File: src/rtl/hazard_ctl_if.sv
// rtl/hazard_ctl_if.sv - hazard controller signal bundle between the pipeline and hazard_ctl
// master: pipeline side driving stage info; slave: the hazard controller.
interface hazard_ctl_if #(
  parameter int CNT_W = 16
);
  logic [4:0]       Rs_ID;
  logic [4:0]       Rt_ID;
  logic             UsesRs_ID;
  logic             UsesRt_ID;
  logic [4:0]       WriteReg_EX;
  logic             RegWrite_EX;
  logic             MemToReg_EX;
  logic [4:0]       WriteReg_ME;
  logic             RegWrite_ME;
  logic             Stall_EX;
  logic             BranchTaken_EX;

  logic             AnyStall;
  logic             HoldFront;
  logic             BubbleEX;
  logic             FlushFront;
  logic [1:0]       FwdA_EX;
  logic [1:0]       FwdB_EX;
  logic             Timeout;
  logic [CNT_W-1:0] StallCycles;
  logic [CNT_W-1:0] FlushCount;

  modport master (
    output Rs_ID, Rt_ID, UsesRs_ID, UsesRt_ID,
    output WriteReg_EX, RegWrite_EX, MemToReg_EX,
    output WriteReg_ME, RegWrite_ME, Stall_EX, BranchTaken_EX,
    input  AnyStall, HoldFront, BubbleEX, FlushFront,
    input  FwdA_EX, FwdB_EX, Timeout, StallCycles, FlushCount
  );

  modport slave (
    input  Rs_ID, Rt_ID, UsesRs_ID, UsesRt_ID,
    input  WriteReg_EX, RegWrite_EX, MemToReg_EX,
    input  WriteReg_ME, RegWrite_ME, Stall_EX, BranchTaken_EX,
    output AnyStall, HoldFront, BubbleEX, FlushFront,
    output FwdA_EX, FwdB_EX, Timeout, StallCycles, FlushCount
  );
endinterface

File: src/rtl/hazard_ctl.sv
// rtl/hazard_ctl.sv - five-stage pipeline stall/flush/forward controller with EX busy watchdog
// HAZARD_FWD_EN: enables operand forwarding (only load-use stalls); undefined: stall on any RAW.
module hazard_ctl #(
  parameter int STALL_MAX = 64,
  parameter int CNT_W     = 16
) (
  input  logic        clk,
  input  logic        reset,
  hazard_ctl_if.slave hz
);

  localparam logic [7:0] STALL_LIM = 8'(STALL_MAX);

  typedef enum logic [1:0] {
    ST_RUN  = 2'd0,
    ST_BUSY = 2'd1,
    ST_DEAD = 2'd2
  } state_t;

  state_t           state_q, state_d;
  logic [7:0]       busy_cnt_q, busy_cnt_d;
  logic             timeout_q, timeout_d;
  logic [CNT_W-1:0] stall_cnt_q, stall_cnt_d;
  logic [CNT_W-1:0] flush_cnt_q, flush_cnt_d;

  logic any_stall;
  logic hold_front;
  logic bubble_ex;
  logic flush_front;
  logic dep_stall;

  // Register zero is hardwired, so it never creates a dependency.
  function automatic logic reg_match(input logic [4:0] src, input logic used,
                                     input logic [4:0] dst, input logic wr);
    return used && wr && (src != 5'd0) && (src == dst);
  endfunction

  logic ex_rs, ex_rt, me_rs, me_rt, ex_load, load_use;

  assign ex_rs    = reg_match(hz.Rs_ID, hz.UsesRs_ID, hz.WriteReg_EX, hz.RegWrite_EX);
  assign ex_rt    = reg_match(hz.Rt_ID, hz.UsesRt_ID, hz.WriteReg_EX, hz.RegWrite_EX);
  assign me_rs    = reg_match(hz.Rs_ID, hz.UsesRs_ID, hz.WriteReg_ME, hz.RegWrite_ME);
  assign me_rt    = reg_match(hz.Rt_ID, hz.UsesRt_ID, hz.WriteReg_ME, hz.RegWrite_ME);
  assign ex_load  = hz.RegWrite_EX & hz.MemToReg_EX;
  assign load_use = ex_load & (ex_rs | ex_rt);

  always_ff @(posedge clk or posedge reset) begin
    if (reset) begin
      state_q     <= ST_RUN;
      busy_cnt_q  <= 8'd0;
      timeout_q   <= 1'b0;
      stall_cnt_q <= '0;
      flush_cnt_q <= '0;
    end else begin
      state_q     <= state_d;
      busy_cnt_q  <= busy_cnt_d;
      timeout_q   <= timeout_d;
      stall_cnt_q <= stall_cnt_d;
      flush_cnt_q <= flush_cnt_d;
    end
  end

  // The first busy cycle is taken in RUN, so the counter already holds 1 on entering BUSY.
  always_comb begin
    state_d    = state_q;
    busy_cnt_d = busy_cnt_q;
    timeout_d  = timeout_q;
    any_stall  = 1'b0;
    case (state_q)
      ST_RUN: begin
        busy_cnt_d = 8'd0;
        if (hz.Stall_EX) begin
          any_stall  = 1'b1;
          busy_cnt_d = 8'd1;
          state_d    = ST_BUSY;
        end
      end
      ST_BUSY: begin
        if (hz.Stall_EX) begin
          any_stall  = 1'b1;
          busy_cnt_d = busy_cnt_q + 8'd1;
          if (busy_cnt_q + 8'd1 == STALL_LIM) begin
            state_d   = ST_DEAD;
            timeout_d = 1'b1;
          end
        end else begin
          busy_cnt_d = 8'd0;
          state_d    = ST_RUN;
        end
      end
      ST_DEAD: begin
        busy_cnt_d = 8'd0;
        if (!hz.Stall_EX) begin
          state_d = ST_RUN;
        end
      end
      default: begin
        busy_cnt_d = 8'd0;
        state_d    = ST_RUN;
      end
    endcase
  end

`ifdef HAZARD_FWD_EN
  assign dep_stall = load_use;
`else
  assign dep_stall = load_use | ex_rs | ex_rt | me_rs | me_rt;
`endif

  // A taken branch squashes the dependent instruction, so its stall is pointless.
  always_comb begin
    hold_front  = 1'b0;
    bubble_ex   = 1'b0;
    flush_front = 1'b0;
    if (!any_stall) begin
      if (hz.BranchTaken_EX) begin
        flush_front = 1'b1;
      end else if (dep_stall) begin
        hold_front = 1'b1;
        bubble_ex  = 1'b1;
      end
    end
  end

  always_comb begin
    stall_cnt_d = stall_cnt_q;
    flush_cnt_d = flush_cnt_q;
    if ((any_stall || hold_front) && (stall_cnt_q != {CNT_W{1'b1}})) begin
      stall_cnt_d = stall_cnt_q + CNT_W'(1);
    end
    if (flush_front && (flush_cnt_q != {CNT_W{1'b1}})) begin
      flush_cnt_d = flush_cnt_q + CNT_W'(1);
    end
  end

`ifdef HAZARD_FWD_EN
  logic [1:0] fwd_a_q, fwd_a_d, fwd_b_q, fwd_b_d;
  logic [1:0] sel_a, sel_b;

  // A load in EX never forwards from EX; that case is the load-use bubble.
  always_comb begin
    sel_a = 2'b00;
    sel_b = 2'b00;
    if (ex_rs && !hz.MemToReg_EX) begin
      sel_a = 2'b01;
    end else if (me_rs) begin
      sel_a = 2'b10;
    end
    if (ex_rt && !hz.MemToReg_EX) begin
      sel_b = 2'b01;
    end else if (me_rt) begin
      sel_b = 2'b10;
    end
  end

  always_comb begin
    fwd_a_d = sel_a;
    fwd_b_d = sel_b;
    if (any_stall) begin
      fwd_a_d = fwd_a_q;
      fwd_b_d = fwd_b_q;
    end else if (bubble_ex || flush_front) begin
      fwd_a_d = 2'b00;
      fwd_b_d = 2'b00;
    end
  end

  always_ff @(posedge clk or posedge reset) begin
    if (reset) begin
      fwd_a_q <= 2'b00;
      fwd_b_q <= 2'b00;
    end else begin
      fwd_a_q <= fwd_a_d;
      fwd_b_q <= fwd_b_d;
    end
  end

  assign hz.FwdA_EX = fwd_a_q;
  assign hz.FwdB_EX = fwd_b_q;
`else
  assign hz.FwdA_EX = 2'b00;
  assign hz.FwdB_EX = 2'b00;
`endif

  assign hz.AnyStall    = any_stall;
  assign hz.HoldFront   = hold_front;
  assign hz.BubbleEX    = bubble_ex;
  assign hz.FlushFront  = flush_front;
  assign hz.Timeout     = timeout_q;
  assign hz.StallCycles = stall_cnt_q;
  assign hz.FlushCount  = flush_cnt_q;

endmodule

File: src/flat_wrapper.sv
// flat-port wrapper written by rule: the top's interface ports become plain ports
module hazard_ctl_flat 
#(
  parameter int STALL_MAX = 64,
  parameter int CNT_W     = 16
)
  (clk, reset, hz_Rs_ID, hz_Rt_ID, hz_UsesRs_ID, hz_UsesRt_ID, hz_WriteReg_EX, hz_RegWrite_EX, hz_MemToReg_EX, hz_WriteReg_ME, hz_RegWrite_ME, hz_Stall_EX, hz_BranchTaken_EX, hz_AnyStall, hz_HoldFront, hz_BubbleEX, hz_FlushFront, hz_FwdA_EX, hz_FwdB_EX, hz_Timeout, hz_StallCycles, hz_FlushCount);
  hazard_ctl_if #(.CNT_W(CNT_W)) hz_i ();
  input  logic clk;
  input  logic reset;
  input wire logic [$bits(hz_i.Rs_ID)-1:0] hz_Rs_ID;
  input wire logic [$bits(hz_i.Rt_ID)-1:0] hz_Rt_ID;
  input wire logic [$bits(hz_i.UsesRs_ID)-1:0] hz_UsesRs_ID;
  input wire logic [$bits(hz_i.UsesRt_ID)-1:0] hz_UsesRt_ID;
  input wire logic [$bits(hz_i.WriteReg_EX)-1:0] hz_WriteReg_EX;
  input wire logic [$bits(hz_i.RegWrite_EX)-1:0] hz_RegWrite_EX;
  input wire logic [$bits(hz_i.MemToReg_EX)-1:0] hz_MemToReg_EX;
  input wire logic [$bits(hz_i.WriteReg_ME)-1:0] hz_WriteReg_ME;
  input wire logic [$bits(hz_i.RegWrite_ME)-1:0] hz_RegWrite_ME;
  input wire logic [$bits(hz_i.Stall_EX)-1:0] hz_Stall_EX;
  input wire logic [$bits(hz_i.BranchTaken_EX)-1:0] hz_BranchTaken_EX;
  output wire logic [$bits(hz_i.AnyStall)-1:0] hz_AnyStall;
  output wire logic [$bits(hz_i.HoldFront)-1:0] hz_HoldFront;
  output wire logic [$bits(hz_i.BubbleEX)-1:0] hz_BubbleEX;
  output wire logic [$bits(hz_i.FlushFront)-1:0] hz_FlushFront;
  output wire logic [$bits(hz_i.FwdA_EX)-1:0] hz_FwdA_EX;
  output wire logic [$bits(hz_i.FwdB_EX)-1:0] hz_FwdB_EX;
  output wire logic [$bits(hz_i.Timeout)-1:0] hz_Timeout;
  output wire logic [$bits(hz_i.StallCycles)-1:0] hz_StallCycles;
  output wire logic [$bits(hz_i.FlushCount)-1:0] hz_FlushCount;
  assign hz_i.Rs_ID = hz_Rs_ID;
  assign hz_i.Rt_ID = hz_Rt_ID;
  assign hz_i.UsesRs_ID = hz_UsesRs_ID;
  assign hz_i.UsesRt_ID = hz_UsesRt_ID;
  assign hz_i.WriteReg_EX = hz_WriteReg_EX;
  assign hz_i.RegWrite_EX = hz_RegWrite_EX;
  assign hz_i.MemToReg_EX = hz_MemToReg_EX;
  assign hz_i.WriteReg_ME = hz_WriteReg_ME;
  assign hz_i.RegWrite_ME = hz_RegWrite_ME;
  assign hz_i.Stall_EX = hz_Stall_EX;
  assign hz_i.BranchTaken_EX = hz_BranchTaken_EX;
  assign hz_AnyStall = hz_i.AnyStall;
  assign hz_HoldFront = hz_i.HoldFront;
  assign hz_BubbleEX = hz_i.BubbleEX;
  assign hz_FlushFront = hz_i.FlushFront;
  assign hz_FwdA_EX = hz_i.FwdA_EX;
  assign hz_FwdB_EX = hz_i.FwdB_EX;
  assign hz_Timeout = hz_i.Timeout;
  assign hz_StallCycles = hz_i.StallCycles;
  assign hz_FlushCount = hz_i.FlushCount;
  hazard_ctl #(.STALL_MAX(STALL_MAX), .CNT_W(CNT_W)) u_core (.clk(clk), .reset(reset), .hz(hz_i));
endmodule
File: config.mk
export PLATFORM = sky130hd
export DESIGN_NAME = hazard_ctl_flat
export DESIGN_NICKNAME = d
export VERILOG_FILES = /design/src/rtl/hazard_ctl_if.sv /design/src/rtl/hazard_ctl.sv /design/src/flat_wrapper.sv
export SDC_FILE = /design/constraint.sdc
export NUM_CORES = 1
export LEC_CHECK = 0
export CAP_MARGIN = 10
export CORE_MARGIN = 2
export CORE_UTILIZATION = 43
export DETAILED_ROUTE_END_ITERATION = 16
export PLACE_DENSITY = 0.78
export SYNTH_ARGS = -nofsm -noshare
export SYNTH_HDL_FRONTEND = slang
export SYNTH_SLANG_ARGS = --single-unit
export TNS_END_PERCENT = 100
File: constraint.sdc
create_clock -name clk -period 1.7 [get_ports clk]
set_clock_uncertainty 0.05 [all_clocks]
set_input_delay 0.17 -clock clk [delete_from_list [all_inputs] [get_ports clk]]
set_output_delay 0.17 -clock clk [all_outputs]
set_load 0.01 [all_outputs]
# Yosys cells after proc, flatten, opt, wreduce, memory -nomap -nowiden
# Cells that the tools add are included.
[classes] n_reduce_logical=21 mux=15 bitwise_logic=7 n_addsub=3 n_eq_ne=12
[op_table] cell="16-bit by 1-bit adder with 16-bit output, second input constant" n=2
[op_table] cell="16-bit inequality test, second input constant" n=2
[op_table] cell="5-bit == test" n=4
[op_table] cell="8-bit case mux with 2 select lines" n=1
[op_table] cell="1-bit logical AND" n=14
[op_table] cell="5-bit nonzero test" n=2
[op_table] cell="8-bit by 1-bit adder with 8-bit output, second input constant" n=1
[op_table] cell="8-bit by 7-bit == test with 1-bit output, second input constant" n=1
[op_table] cell="1-bit 2-to-1 mux" n=8
[op_table] cell="2-bit 2-to-1 mux" n=4
[op_table] cell="8-bit 2-to-1 mux" n=1
[op_table] cell="2-bit case mux with 3 select lines" n=1
[op_table] cell="3-bit AND reduction" n=2
[op_table] cell="1-bit bitwise OR" n=5
[op_table] cell="2-bit inequality test, second input constant" n=2
[op_table] cell="3-bit by 2-bit inequality test with 1-bit output, second input constant" n=1
[op_table] cell="1-bit AND" n=2
[op_table] cell="2-bit by 1-bit == test with 1-bit output, second input constant" n=1
[op_table] cell="2-bit == test, second input constant" n=1
[op_table] cell="2-bit zero test" n=1
[op_table] cell="2-bit OR reduction" n=1
[op_table] cell="1-bit logical OR" n=1
[totals] inputBits=29 register_bits=43 wordCells=63 output_inout_bits=41

# Depth between registers and ports, before layout
[depth] ltp_word=14 ltp_mapped=7 ltp_nobuf=7

# Least setup slack after synthesis
# OpenSTA, ideal clock, no wires.
[synth_timing] path_type="register to register" start="register u_core.stall_cnt_q[3] (netlist: u_core.hz.StallCycles[3])" end="register u_core.stall_cnt_q[4] (netlist: u_core.hz.StallCycles[4])" stages_incl_launch_ff=8 path_slack_ps=-152 n_path_buf=1 arrival_ps=1662 cell_sequence="dfrtp_1 -> and4_1 -> nand3_1 -> nand2b_1 -> nor2_1 -> buf_2 -> nor4b_1 -> xor2_1"
[synth_via] elab_chain_cells=2
[synth_rtl] item="start: declaration" line="hazard_ctl.sv:23" source="logic [CNT_W-1:0] stall_cnt_q, stall_cnt_d;"
[synth_rtl] item="start signal: assignment" line="hazard_ctl.sv:58" source="stall_cnt_q <= stall_cnt_d;"
[synth_rtl] item="branches (longest 2 deep; another with 16-bit by 1-bit adder with 16-bit output)"
# Parallel ways; which one is timed is not known.
# A chain may end at the register's enable or synchronous reset.

# Final worst setup path
[layout_timing] start="input hz_Rt_ID[3]" end="register u_core.stall_cnt_q[14] (netlist: u_core.hz.StallCycles[14])"
[layout_via] elab_chain_cells=14
[layout_rtl] item="start: declaration" line="flat_wrapper.sv:12" source="input wire logic [$bits(hz_i.Rt_ID)-1:0] hz_Rt_ID;"
[layout_rtl] item="5-bit nonzero test" line="hazard_ctl.sv:35" source="return used && wr && (src != 5'd0) && (src == dst);"
[layout_rtl] item="1-bit logical AND (2 in series)" line="hazard_ctl.sv:35"
[layout_rtl] item="1-bit bitwise OR" line="hazard_ctl.sv:45" source="assign load_use = ex_load & (ex_rs | ex_rt);"
[layout_rtl] item="1-bit AND" line="hazard_ctl.sv:45"
[layout_rtl] item="1-bit bitwise OR (3 in series)" line="hazard_ctl.sv:107" source="assign dep_stall = load_use | ex_rs | ex_rt | me_rs | me_rt;"
[layout_rtl] item="1-bit bitwise OR (*)" line="hazard_ctl.sv:107"
[layout_rtl] item="1-bit 2-to-1 mux (*)" line="hazard_ctl.sv:118" source="end else if (dep_stall) begin"
[layout_rtl] item="1-bit 2-to-1 mux (*)" line="hazard_ctl.sv:116" source="if (hz.BranchTaken_EX) begin"
[layout_rtl] item="1-bit 2-to-1 mux (*)" line="hazard_ctl.sv:115" source="if (!any_stall) begin"
[layout_rtl] item="1-bit logical OR (*)" line="hazard_ctl.sv:128" source="if ((any_stall || hold_front) && (stall_cnt_q != {CNT_W{1'b1}})) begin"
[layout_rtl] item="1-bit logical AND (*)" line="hazard_ctl.sv:128"
# Mark *: on every way between the ends. The rest lies on a longest branch, timed or not.

==> metrics.md <==
| Metric | Value |
|---|---|
| Status | complete, but fails checks |
| Failing checks | negative setup slack |
| Arr. time, crit path | ~1.9 ns |
| Peak supply drop | between 800 and 900 uV |
| Vias/cell | between 5 and 6 |
| Via Count | around 2200 |
| Post-Synthesis Cells | 235 |
| Row count | 27 |
| Post-synth EDFFs | 0 |
| Async SR Flop Fraction | 100% |
| Pre-CTS setup slack | -0.723 ns |
| CTS Root Cell | clkbuf_8 |
| Cell variety after synth | 42 |
| I/O pin cnt | 70 |
| Largest family of logic cells by synthesized area | simple AND/OR/NAND/NOR gates |
| Post-detail-place hpwl | between 4000 and 5000 um |
| Synth top area cells | dfrtp_1 45%, xnor2_1 10%, xor2_1 8.5%, nand2_1 3.6%, nor2_1 3.0% |
| Dpl cells | 424 |
| CTS max path bufs | 2 |
| Worst-path clk slew | ~0.090 ns |
| Pwr dens | ~940 mW/mm^2 |
| CP cell instances | buf_6, or4_4, nor2_4, nor3b_4, a221oi_4, buf_12, nor3_4, mux2_4 |
| Worst setup SP type | input pin |
| Synth area leader | dfrtp_1 |
| Largest net degree at the start of global routing | 44 |
| Core Area | ~0.0054 mm^2 |
| Full die area | a little over 0.006 mm^2 |
| First-pass GRT wire length | 11200 um |
| Final Core Density | about three quarters |
| N_diodes | 0 |
| Layout Cells excl Fill | around 450 |
| Gr ovfl total | 0 |
| CP Max Fanout | 8 |
| Crit path required time | between 1.5 and 2 ns |
| Final Setup Violations | 6 |
| Syn_area_per_cell | 10.1 um^2 |
| Clock buffer count from CTS | 5 |
| Mux share of post-synthesis cell area | 2.16% |
| Die extent in y | between 70 and 80 um |
| Buffers plus inverters on the worst setup path | 2 |
| CTS sink cnt | 43 |
| Commonest cells after routing, fill and taps aside | 66 x buf_4, 42 x dfrtp_1, 39 x clkdlybuf4s50_1, 25 x xnor2_1 |
| Synth Area in Adders | about 1.6% |
| Max Clk Rate | about 560 MHz |
| Final Hold Viols | 0 |
| CP endpoint kind | flip-flop |
| XOR/XNOR Fraction of Synth Area | between 10% and 20% |
| FF+latch count, synth | 43 |
| Avg WL per Cell | between 15 and 20 um |
| Die X | just under 80 um |
| Initial DRC Count | between 60 and 70 |
| Final WS setup | -0.0928 ns |
| Simple-gate area share of the yosys netlist | between 20% and 30% |
| Nets | a little over 400 |
| Critical-path top delay cell | or4_4 |
| Commonest non-fill, non-tap cell in the layout | buf_4 |
| Min Tclk post-route | ~1.8 ns |
| Initial Util | between 40% and 50% |
| Worst path max stage delay | 0.56 ns |
| Synth Area in Compound Gates | 5.07% |
| Max cap viols | 0 |
| Fin crit share | 105% |
| Vias in the first global route | ~2400 |
| CTS tree | done |
| P&R area growth vs syn | 68.2% |
| RSZ-0062 raised after global routing | true |
| Post-route ant nets | 0 |
| Placer Congestion | between 0.8 and 0.9 |
| Mapped Area | between 0.002 and 0.0025 mm^2 |
| Count of pins over their slew limit | 0 |
| Drt first pass iters | 4 |
| Hold slack | approximately 0.18 ns |
| Synthesis Warnings | 0 |
| Routed WL | just under 7000 um |
| LEAKAGE | 1.77 nW |
| Crit Path Class | input pin to flip-flop |
| GRT Util Overall | a little under a quarter |
| H-tree level count | 2 |
| Skew-Pair Late Insertion Delay | roughly 0.3 ns |
| Hold/Removal Path Class | input pin to async pin |
| Ys flop type | dfrtp_1 |
| CP top delay family | simple AND/OR/NAND/NOR gates |
| Initial antenna violation count | 0 |
| Reg2Reg Setup Slack | -0.02 ns |
| Register area share after synthesis | 45.4% |
| Remaining DRCs | 0 |
| Synth top area share | 45.4% |
| Number of port buffers | 64 |
| Layout cells sized above 1 | roughly two fifths |
## cell usage after synthesis, types with 2 or more instances
| cell type | n |
|---|---|
| nand3_1 | 9 |
| o22ai_1 | 2 |
| nor4_1 | 3 |
| and4_1 | 2 |
| buf_4 | 5 |
| nor4b_1 | 3 |
| nand2b_1 | 4 |
| or4_1 | 2 |
| and2_1 | 4 |
| nor3_1 | 8 |
| a21oi_1 | 4 |
| nand4_1 | 9 |
| dfrtp_1 | 43 |
| inv_1 | 5 |
| o21ai_0 | 3 |
| nor3b_1 | 3 |
| xor2_1 | 23 |
| or3_1 | 2 |
| and3_1 | 6 |
| a211o_1 | 2 |
| ha_1 | 3 |
| mux2_4 | 2 |
| nor2_1 | 19 |
| nor2_2 | 2 |
| nand2_1 | 23 |
| xnor2_1 | 28 |
## layer usage
metal	vias to the layer above	GRT usage, %	share of wire, %
met3	9	4.37	2.7
met2	42	41.4	53
li1	1077	-	-
met4	0	6.32	1.2
met5	-	0	0
met1	1109	28.3	43
## path summary, 6_finish.rpt
| path | startpoint | endpoint | cells past startpoint |
|---|---|---|---|
| hold reg to reg | u_core.hz.FlushCount[14]$_DFFE_PP0P_ | u_core.hz.FlushCount[14]$_DFFE_PP0P_ | 1 |
| min in group clk | u_core.hz.FlushCount[14]$_DFFE_PP0P_ | u_core.hz.FlushCount[14]$_DFFE_PP0P_ | 1 |
| setup reg to reg | u_core.hz.FlushCount[0]$_DFFE_PP0P_ | u_core.hz.FlushCount[1]$_DFFE_PP0P_ | 6 |
| hold / removal | reset | u_core.busy_cnt_q[0]$_DFF_PP0_ | 3 |
| max in group asynchronous | reset | u_core.hz.StallCycles[3]$_DFFE_PP0P_ | 3 |
| setup / recovery | hz_Rt_ID[3] | u_core.hz.StallCycles[14]$_DFFE_PP0P_ | 8 |
## metrics by stage
stage                     setup TNS (ns)  power (mW)  instance area (um^2)
after floorplan                    -1.01        1.92                  2430
after global placement            -11.77        2.77                  3560
after detailed placement          -12.63        2.81                  3560
after CTS                        -0.0523        3.68                  3880
after global routing               -1.25        3.98                  3990
final                             -0.252        3.75                  3990
## tightest hold or removal path, cell delays in order
cell	delay [ns]
clkdlybuf4s50_1	0.39
inv_1	0.09
buf_12	0.24
## power breakdown
group / total (mW) / switching (mW) / internal, mW
clock network: 0.801 / 0.363 / 0.438
logic: 1.61 / 0.655 / 0.955
registers: 1.34 / 0.125 / 1.22
total: 3.75 / 1.14 / 2.61
## cell type report
| class | count | area (um^2) |
|---|---|---|
| fillers | 382 | 1420 |
| clock buffers | 5 | 68.8 |
| repair buffers | 136 | 1150 |
| inverters | 5 | 18.8 |
| flip-flops and latches | 43 | 1080 |
| well taps | 72 | 90.1 |
| clock inverters | 3 | 43.8 |
| multi-input cells | 182 | 1540 |
## flip-flops by register name, indices dropped and copies added (netlist names)
signal / count
u_core.hz.FlushCount: 16
u_core.hz.StallCycles: 16
u_core.busy_cnt_q: 8
u_core.state_q: 2
u_core.hz.Timeout: 1
## cells by family (layout without fill, tap and decap cells)
| group | after synthesis | in the layout |
|---|---|---|
| and+or+nand+nor | 104 | 104 |
| xor gates and xnor gates | 51 | 51 |
| DFF | 43 | 43 |
| AOI/OAI and AO/OA | 16 | 16 |
| buffers and inverters | 13 | 149 |
| muxes | 4 | 4 |
| adders and majority gates | 3 | 3 |
| other | 1 | 4 |
## what timing repair did
action,in CTS,in global routing
resized for setup,90,41
buffers inserted,9,5
pin swaps,14,29
endpoints found under the setup margin,29,31
cloned,1,0
hold buffers,0,0
No activity file was read; power rests on OpenSTA's default activity.
